[src/rtl/ucsbece154a_pwrmgr_pkg.sv]
// Shared state encodings for the power manager FSM.
// The 2-bit constants sit next to the controller's own state constants.
package ucsbece154a_pwrmgr_pkg;

  localparam logic [1:0] pm_state_active = 2'd0;
  localparam logic [1:0] pm_state_drain  = 2'd1;
  localparam logic [1:0] pm_state_sleep  = 2'd2;
  localparam logic [1:0] pm_state_wake   = 2'd3;

  typedef enum logic [1:0] {
    StActive = pm_state_active,
    StDrain  = pm_state_drain,
    StSleep  = pm_state_sleep,
    StWake   = pm_state_wake
  } pm_state_e;

endpackage

[src/rtl/ucsbece154a_pm_downcnt.sv]
// Loadable down-counter that stops at zero, with zero/one flags.
// Used for the drain, wake-timer and wake-stabilisation counts.
module ucsbece154a_pm_downcnt #(
  parameter int unsigned Width = 8
) (
  input  logic             clk,
  input  logic             reset,
  input  logic             load_i,
  input  logic [Width-1:0] load_val_i,
  input  logic             en_i,
  output logic             zero_o,
  output logic             one_o
);

  logic [Width-1:0] cnt_q, cnt_d;

  always_comb begin
    cnt_d = cnt_q;
    if (load_i) begin
      cnt_d = load_val_i;
    end else if (en_i && (cnt_q != '0)) begin
      cnt_d = cnt_q - 1'b1;
    end
  end

  always_ff @(posedge clk) begin
    if (reset) begin
      cnt_q <= '0;
    end else begin
      cnt_q <= cnt_d;
    end
  end

  assign zero_o = (cnt_q == '0);
  assign one_o  = (cnt_q == Width'(1));

endmodule

[src/rtl/ucsbece154a_pwrmgr.sv]
// Power manager: drains memory traffic, gates core enables while asleep and
// restores them after a stabilisation window once a wake source or timer fires.
module ucsbece154a_pwrmgr
  import ucsbece154a_pwrmgr_pkg::*;
#(
  parameter int unsigned TIMER_W      = 16,
  parameter int unsigned NUM_WAKE     = 4,
  parameter int unsigned DRAIN_CYCLES = 2,
  parameter int unsigned WAKE_CYCLES  = 3,
  parameter int unsigned CNT_W        = 32
) (
  input  logic                clk,
  input  logic                reset,
  input  logic                sleep_req_i,
  input  logic [TIMER_W-1:0]  sleep_cycles_i,
  input  logic                mem_busy_i,
  input  logic [NUM_WAKE-1:0] wake_irq_i,
  input  logic [NUM_WAKE-1:0] wake_mask_i,
  output logic                core_en_o,
  output logic                sleeping_o,
  output logic                sleep_ack_o,
  output logic                wake_o,
  output logic [NUM_WAKE:0]   wake_cause_o,
  output logic [CNT_W-1:0]    slept_cycles_o
);

  localparam int unsigned DrainW = $clog2(DRAIN_CYCLES + 1);
  localparam int unsigned WakeW  = $clog2(WAKE_CYCLES + 1);

  pm_state_e            state_q, state_d;
  logic [TIMER_W-1:0]   sleep_cycles_q, sleep_cycles_d;
  logic [NUM_WAKE:0]    cause_q, cause_d;
  logic [CNT_W-1:0]     slept_q, slept_d;
  logic                 ack_q, ack_d;
  logic                 wake_q, wake_d;

  logic [NUM_WAKE-1:0]  ev_vec;
  logic                 ev;
  logic                 timer_hit;
  logic                 go_sleep, go_wake;
  logic                 drain_zero, drain_one;
  logic                 timer_zero, timer_one;
  logic                 wake_zero, wake_one;
  logic                 unused_flags;

  assign ev_vec    = wake_irq_i & wake_mask_i;
  assign ev        = |ev_vec;
  // A latched value of zero disables the timer wake entirely.
  assign timer_hit = (sleep_cycles_q != '0) && timer_one;

  ucsbece154a_pm_downcnt #(
    .Width (DrainW)
  ) u_drain_cnt (
    .clk        (clk),
    .reset      (reset),
    .load_i     ((state_q == StActive) && sleep_req_i),
    .load_val_i (DrainW'(DRAIN_CYCLES - 1)),
    .en_i       (state_q == StDrain),
    .zero_o     (drain_zero),
    .one_o      (drain_one)
  );

  ucsbece154a_pm_downcnt #(
    .Width (TIMER_W)
  ) u_timer_cnt (
    .clk        (clk),
    .reset      (reset),
    .load_i     (go_sleep),
    .load_val_i (sleep_cycles_q),
    .en_i       (state_q == StSleep),
    .zero_o     (timer_zero),
    .one_o      (timer_one)
  );

  ucsbece154a_pm_downcnt #(
    .Width (WakeW)
  ) u_wake_cnt (
    .clk        (clk),
    .reset      (reset),
    .load_i     (go_wake),
    .load_val_i (WakeW'(WAKE_CYCLES - 1)),
    .en_i       (state_q == StWake),
    .zero_o     (wake_zero),
    .one_o      (wake_one)
  );

  assign unused_flags = drain_one ^ timer_zero ^ wake_one;

  always_comb begin
    state_d        = state_q;
    sleep_cycles_d = sleep_cycles_q;
    cause_d        = cause_q;
    slept_d        = slept_q;
    ack_d          = 1'b0;
    wake_d         = 1'b0;
    go_sleep       = 1'b0;
    go_wake        = 1'b0;
    unique case (state_q)
      StActive: begin
        if (sleep_req_i) begin
          sleep_cycles_d = sleep_cycles_i;
          cause_d        = '0;
          slept_d        = '0;
          state_d        = StDrain;
        end
      end
      StDrain: begin
        // A pending enabled level blocks sleep entirely.
        if (ev) begin
          cause_d = {1'b0, ev_vec};
          wake_d  = 1'b1;
          state_d = StActive;
        end else if (drain_zero && !mem_busy_i) begin
          ack_d    = 1'b1;
          go_sleep = 1'b1;
          state_d  = StSleep;
        end
      end
      StSleep: begin
        if (slept_q != '1) begin
          slept_d = slept_q + 1'b1;
        end
        if (ev || timer_hit) begin
          cause_d = cause_q | {timer_hit, ev_vec};
          go_wake = 1'b1;
          state_d = StWake;
        end
      end
      StWake: begin
        if (wake_zero) begin
          wake_d  = 1'b1;
          state_d = StActive;
        end
      end
      default: state_d = StActive;
    endcase
  end

  always_ff @(posedge clk) begin
    if (reset) begin
      state_q        <= StActive;
      sleep_cycles_q <= '0;
      cause_q        <= '0;
      slept_q        <= '0;
      ack_q          <= 1'b0;
      wake_q         <= 1'b0;
    end else begin
      state_q        <= state_d;
      sleep_cycles_q <= sleep_cycles_d;
      cause_q        <= cause_d;
      slept_q        <= slept_d;
      ack_q          <= ack_d;
      wake_q         <= wake_d;
    end
  end

  assign sleeping_o     = (state_q == StSleep) || (state_q == StWake);
  assign core_en_o      = !sleeping_o;
  assign sleep_ack_o    = ack_q;
  assign wake_o         = wake_q;
  assign wake_cause_o   = cause_q;
  assign slept_cycles_o = slept_q;

endmodule

[config.mk]
export PLATFORM = sky130hd
export DESIGN_NAME = ucsbece154a_pwrmgr
export DESIGN_NICKNAME = d
export VERILOG_FILES = /design/src/rtl/ucsbece154a_pwrmgr_pkg.sv /design/src/rtl/ucsbece154a_pm_downcnt.sv /design/src/rtl/ucsbece154a_pwrmgr.sv
export SDC_FILE = /design/constraint.sdc
export NUM_CORES = 1
export LEC_CHECK = 0
export CORE_UTILIZATION = 48
export DETAILED_ROUTE_END_ITERATION = 6
export GPL_TIMING_DRIVEN = 0
export PLACE_DENSITY = 0.78
export SETUP_SLACK_MARGIN = 0.15
export SLEW_MARGIN = 10
export SYNTH_ARGS = -nofsm -noshare
export SYNTH_HDL_FRONTEND = slang
export SYNTH_SLANG_ARGS = --single-unit
[constraint.sdc]
create_clock -name clk -period 2.4 [get_ports clk]
set_input_delay 0.48 -clock clk [delete_from_list [all_inputs] [get_ports clk]]
set_output_delay 0.48 -clock clk [all_outputs]
set_load 0.01 [all_outputs]
==> results of run 1 <==
==> power breakdown <==
| group | total [W] | leakage (nW) | internal [W] | switching [W] |
|---|---|---|---|---|
| Clock | 0.00103 | 0.0965 | 0.000576 | 0.000457 |
| Combinational | 0.000520 | 1.06 | 0.000229 | 0.000291 |
| Sequential | 0.00136 | 0.635 | 0.00132 | 0.0000482 |
| Total | 0.00292 | 1.79 | 0.00212 | 0.000797 |
==> critical path, stage by stage (launching register included) <==
cell,delay [ns]
sky130_fd_sc_hd__dfxtp_2,0.37
sky130_fd_sc_hd__or4_4,0.60
sky130_fd_sc_hd__nor4_4,0.28
sky130_fd_sc_hd__buf_4,0.18
sky130_fd_sc_hd__a311oi_2,0.14
sky130_fd_sc_hd__or3_4,0.43
sky130_fd_sc_hd__o2bb2ai_1,0.15
==> state kept, by name (all words and copies together) (netlist names), named ones only <==
signal and cells:
wake_o 1, u_drain_cnt.cnt_q 2, wake_cause_o 5, sleep_cycles_q 16, sleep_ack_o 1, u_wake_cnt.cnt_q 2
state_q 1, u_timer_cnt.cnt_q 16, slept_cycles_o 32
==> kinds of logic after synthesis <==
logic type | after synthesis | share of synthesized area
xor+xnor | 22 | 0.0499
simple gates | 202 | 0.270
flops | 77 | 0.399
compound gates | 116 | 0.194
buf+inv | 40 | 0.0408
mux | 4 | 0.0110
fa+ha+maj | 11 | 0.0357
==> cell type report <==
| type | instances | area [um2] | area share |
|---|---|---|---|
| tap | 102 | 128 | 0.0243 |
| clock buffer | 12 | 135 | 0.0258 |
| sequential | 77 | 1590 | 0.302 |
| clock inverter | 2 | 60.1 | 0.0115 |
| inverter | 20 | 77.6 | 0.0148 |
| buffer | 20 | 105 | 0.0200 |
| multi-input combinational | 355 | 2350 | 0.448 |
| timing repair buffer | 85 | 801 | 0.153 |
==> what timing repair did <==
action | in CTS | in global routing
setup buffers | 9 | 9
pin swaps | 7 | 6
setup endpoints to repair | 46 | 54
gates cloned | 0 | 0
gates resized for setup | 43 | 31
==> cells in the final DEF (no fill, tap or decap), types with 3 or more instances in the layout <==
master	count
sky130_fd_sc_hd__nand2_1	61
sky130_fd_sc_hd__inv_1	19
sky130_fd_sc_hd__nor3_1	8
sky130_fd_sc_hd__a211oi_1	17
sky130_fd_sc_hd__and4_1	3
sky130_fd_sc_hd__clkbuf_8	10
sky130_fd_sc_hd__dfxtp_4	10
sky130_fd_sc_hd__nand4_1	11
sky130_fd_sc_hd__nor2b_1	4
sky130_fd_sc_hd__o21ai_0	18
sky130_fd_sc_hd__clkdlybuf4s50_1	65
sky130_fd_sc_hd__a21oi_1	40
sky130_fd_sc_hd__clkbuf_2	3
sky130_fd_sc_hd__a31o_2	3
sky130_fd_sc_hd__nor4_1	13
sky130_fd_sc_hd__buf_4	19
sky130_fd_sc_hd__dfxtp_2	6
sky130_fd_sc_hd__and3_1	4
sky130_fd_sc_hd__o21a_1	4
sky130_fd_sc_hd__or3_1	16
sky130_fd_sc_hd__or3_4	3
sky130_fd_sc_hd__ha_1	9
sky130_fd_sc_hd__o211ai_1	4
sky130_fd_sc_hd__nor2_1	46
sky130_fd_sc_hd__or4_4	4
sky130_fd_sc_hd__clkbuf_1	15
sky130_fd_sc_hd__xor2_1	4
sky130_fd_sc_hd__o2bb2ai_1	3
sky130_fd_sc_hd__xnor2_1	18
sky130_fd_sc_hd__nand3_1	10
sky130_fd_sc_hd__dfxtp_1	61
sky130_fd_sc_hd__a31oi_1	3
==> routing by layer <==
metal,global-route usage,up-vias,routed length (um)
li1,-,1912,-
met1,0.326,1893,4720
met2,0.425,124,5040
met3,0.0481,17,487
met4,0.103,0,187
met5,0,-,0
==> final timing paths <==
path,startpoint,to,slack [ns]
min reg2reg,wake_cause_o[2]$_SDFFE_PP0P_,wake_cause_o[2]$_SDFFE_PP0P_,0.47
max reg2reg,u_timer_cnt.cnt_q[4]$_SDFFE_PP0P_,wake_cause_o[3]$_SDFFE_PP0P_,0.17
max,u_timer_cnt.cnt_q[4]$_SDFFE_PP0P_,wake_cause_o[3]$_SDFFE_PP0P_,0.17
min,wake_cause_o[2]$_SDFFE_PP0P_,wake_cause_o[2]$_SDFFE_PP0P_,0.47
==> metrics by stage <==
| step | cells | utilization | setup TNS [ns] | setup slack [ns] |
|---|---|---|---|---|
| floorplan | 472 | - | 0 | 0.164 |
| global placement | 641 | 0.602 | -12.59 | -0.546 |
| detailed placement | 641 | 0.602 | -13.37 | -0.554 |
| CTS | 664 | 0.654 | 0 | 0.130 |
| global route | 673 | 0.675 | 0 | 0.0861 |
| finish | 673 | 0.675 | 0 | 0.171 |
==> results.txt, run 1 <==
The final critical-path share of the clock period came out at 0.929. The sequential element share of the synthesized area is 0.399. The first-pass GRT wire length came out at 17100 um.

The placed cell area is 0.00467 mm2. The half-perimeter wire length after placement came out at 7300 um. Setup repair after global routing could not meet its margin everywhere. The warning count from the yosys run came out at 0. STA classifies the critical path endpoint as a flip-flop.

The longest clock path from root to sink contains 2 buffers. The critical path data arrival time is 2.51 ns. The worst clock skew on the final layout is 0.00757 ns. The data required time of the critical path is 2.68 ns.

The slew at the pin closest to its max-slew limit came out at 0.668 ns. The remaining max-slew budget at the tightest pin is 0.551. CTS placed an instance of sky130_fd_sc_hd__clkbuf_8 at the clock tree root. The starting density of the core is 0.497. The total of fill cells in the finished design is 633. The static leakage is 1.79 nW. The final critical-path required period came out at 2.23 ns. The type of the worst min-delay path is reg -> reg. The placer's final routability congestion estimate came out at 0.880. The worst register-to-register path has a depth of 6.

The clock input transition at the sequential cells of the worst setup and hold paths came out at 0.08 ns. The detailed router finished its first iteration with 204 violations. Counting instances, the worst hold path has a depth of 1.

The run finished with clean final reports. The most common flop cell mapped by yosys is sky130_fd_sc_hd__dfxtp_1. The tightest hold path in the finished design has a slack of 0.472 ns. The later-pin clock latency in the skew report came out at 0.36 ns. TritonCTS created 9 clock buffers. The full die area came out at 0.00840 mm2. The flop and latch count out of synthesis came out at 77.

After synthesis, the cell types taking the most area are sky130_fd_sc_hd__dfxtp_1 (40%), sky130_fd_sc_hd__nand2_1 (5.9%), sky130_fd_sc_hd__a21oi_1 (5.4%), sky130_fd_sc_hd__nor2_1 (4.5%), sky130_fd_sc_hd__xnor2_1 (4.1%). The number of buffers inserted by port buffering came out at 67. The row count is 32. The number of hold violations in the final report is 0. In this run, synthesis inferred 0 flip-flops with an integrated enable. In the final design database the tool counted 607 nets. The most common cell in the netlist is sky130_fd_sc_hd__dfxtp_1. Global routing finished with a remaining overflow of 0. Entering global routing, the biggest net connects 12 pins. The via count of the first global-routing pass is 3576.

By count the netlist is led by sky130_fd_sc_hd__dfxtp_1 (77), sky130_fd_sc_hd__nand2_1 (61), sky130_fd_sc_hd__nor2_1 (46). Summing internal, switching and leakage power gives 0.00292 W. The maximum fanout count along the critical path came out at 5.

The vias per cell is 5.86. The initial antenna violation count was 0. Of all flip-flops after synthesis, the portion carrying an async set or reset was 0. The worst setup path category is reg -> reg.

The x dimension of the die is 91.7 um. The cell area that synthesis handed to floorplanning was 0.00386 mm2. The H-tree was split into 3 levels. The final number of max-transition violations came out at 0. The number of nets with antenna violations after routing is 0. The antenna cell count came out at 0. The final number of setup-violating endpoints came out at 0.

After clock tree synthesis, the flow added hold-fix buffers numbering 0. The routed layout has 3946 vias. The average detailed-routed wire length per instance is 15.5 um. From bottom edge to top edge, the die measures 91.7 um. The area added between synthesis and finish is 35.9%.

The net count of the mapped netlist came out at 511. The number of unique standard cell types used by synthesis is 50. The number of detailed-route iterations in the first pass came out at 5. The worst setup path is launched from a flip-flop. For this design the ratio of total power to cell area is 556 mW/mm2. The number of top-level design ports came out at 69. The finished layout cell area came out at 0.00525 mm2. The count of maximum capacitance violations came out at 0.

The synthesized area per cell is 8.18 um2. The clock net in this run drives a total of 77 sinks. The worst-case IR drop observed on VDD is 0.341 mV. The total track usage came out at 0.256.

Of all cell types, the one taking the most synthesized area is sky130_fd_sc_hd__dfxtp_1. Summed over all layers, the routed wires come to 10400 um. Based on the critical path, the design can be clocked at up to 449 MHz. In the final layout, the share of cells above drive strength 1 is 0.161. The DRC violations left is 0. The core region is 0.00777 mm2. TritonCTS built the clock tree.

The share of the synthesized area in the top cell type came out at 0.399. The number of instances in the synthesized netlist is 472.
(Power assumes the default switching activity.)
==> run 2, diff against run 1 <==
--- a/config.mk
+++ b/config.mk
@@ -6,6 +6,7 @@
 export NUM_CORES = 1
 export LEC_CHECK = 0
 export CORE_UTILIZATION = 48
+export CTS_CLUSTER_DIAMETER = 60
 export DETAILED_ROUTE_END_ITERATION = 6
 export GPL_TIMING_DRIVEN = 0
 export PLACE_DENSITY = 0.78
==> results of run 2 <==
Final layout, timing and power as in run 1 (identical DEF).
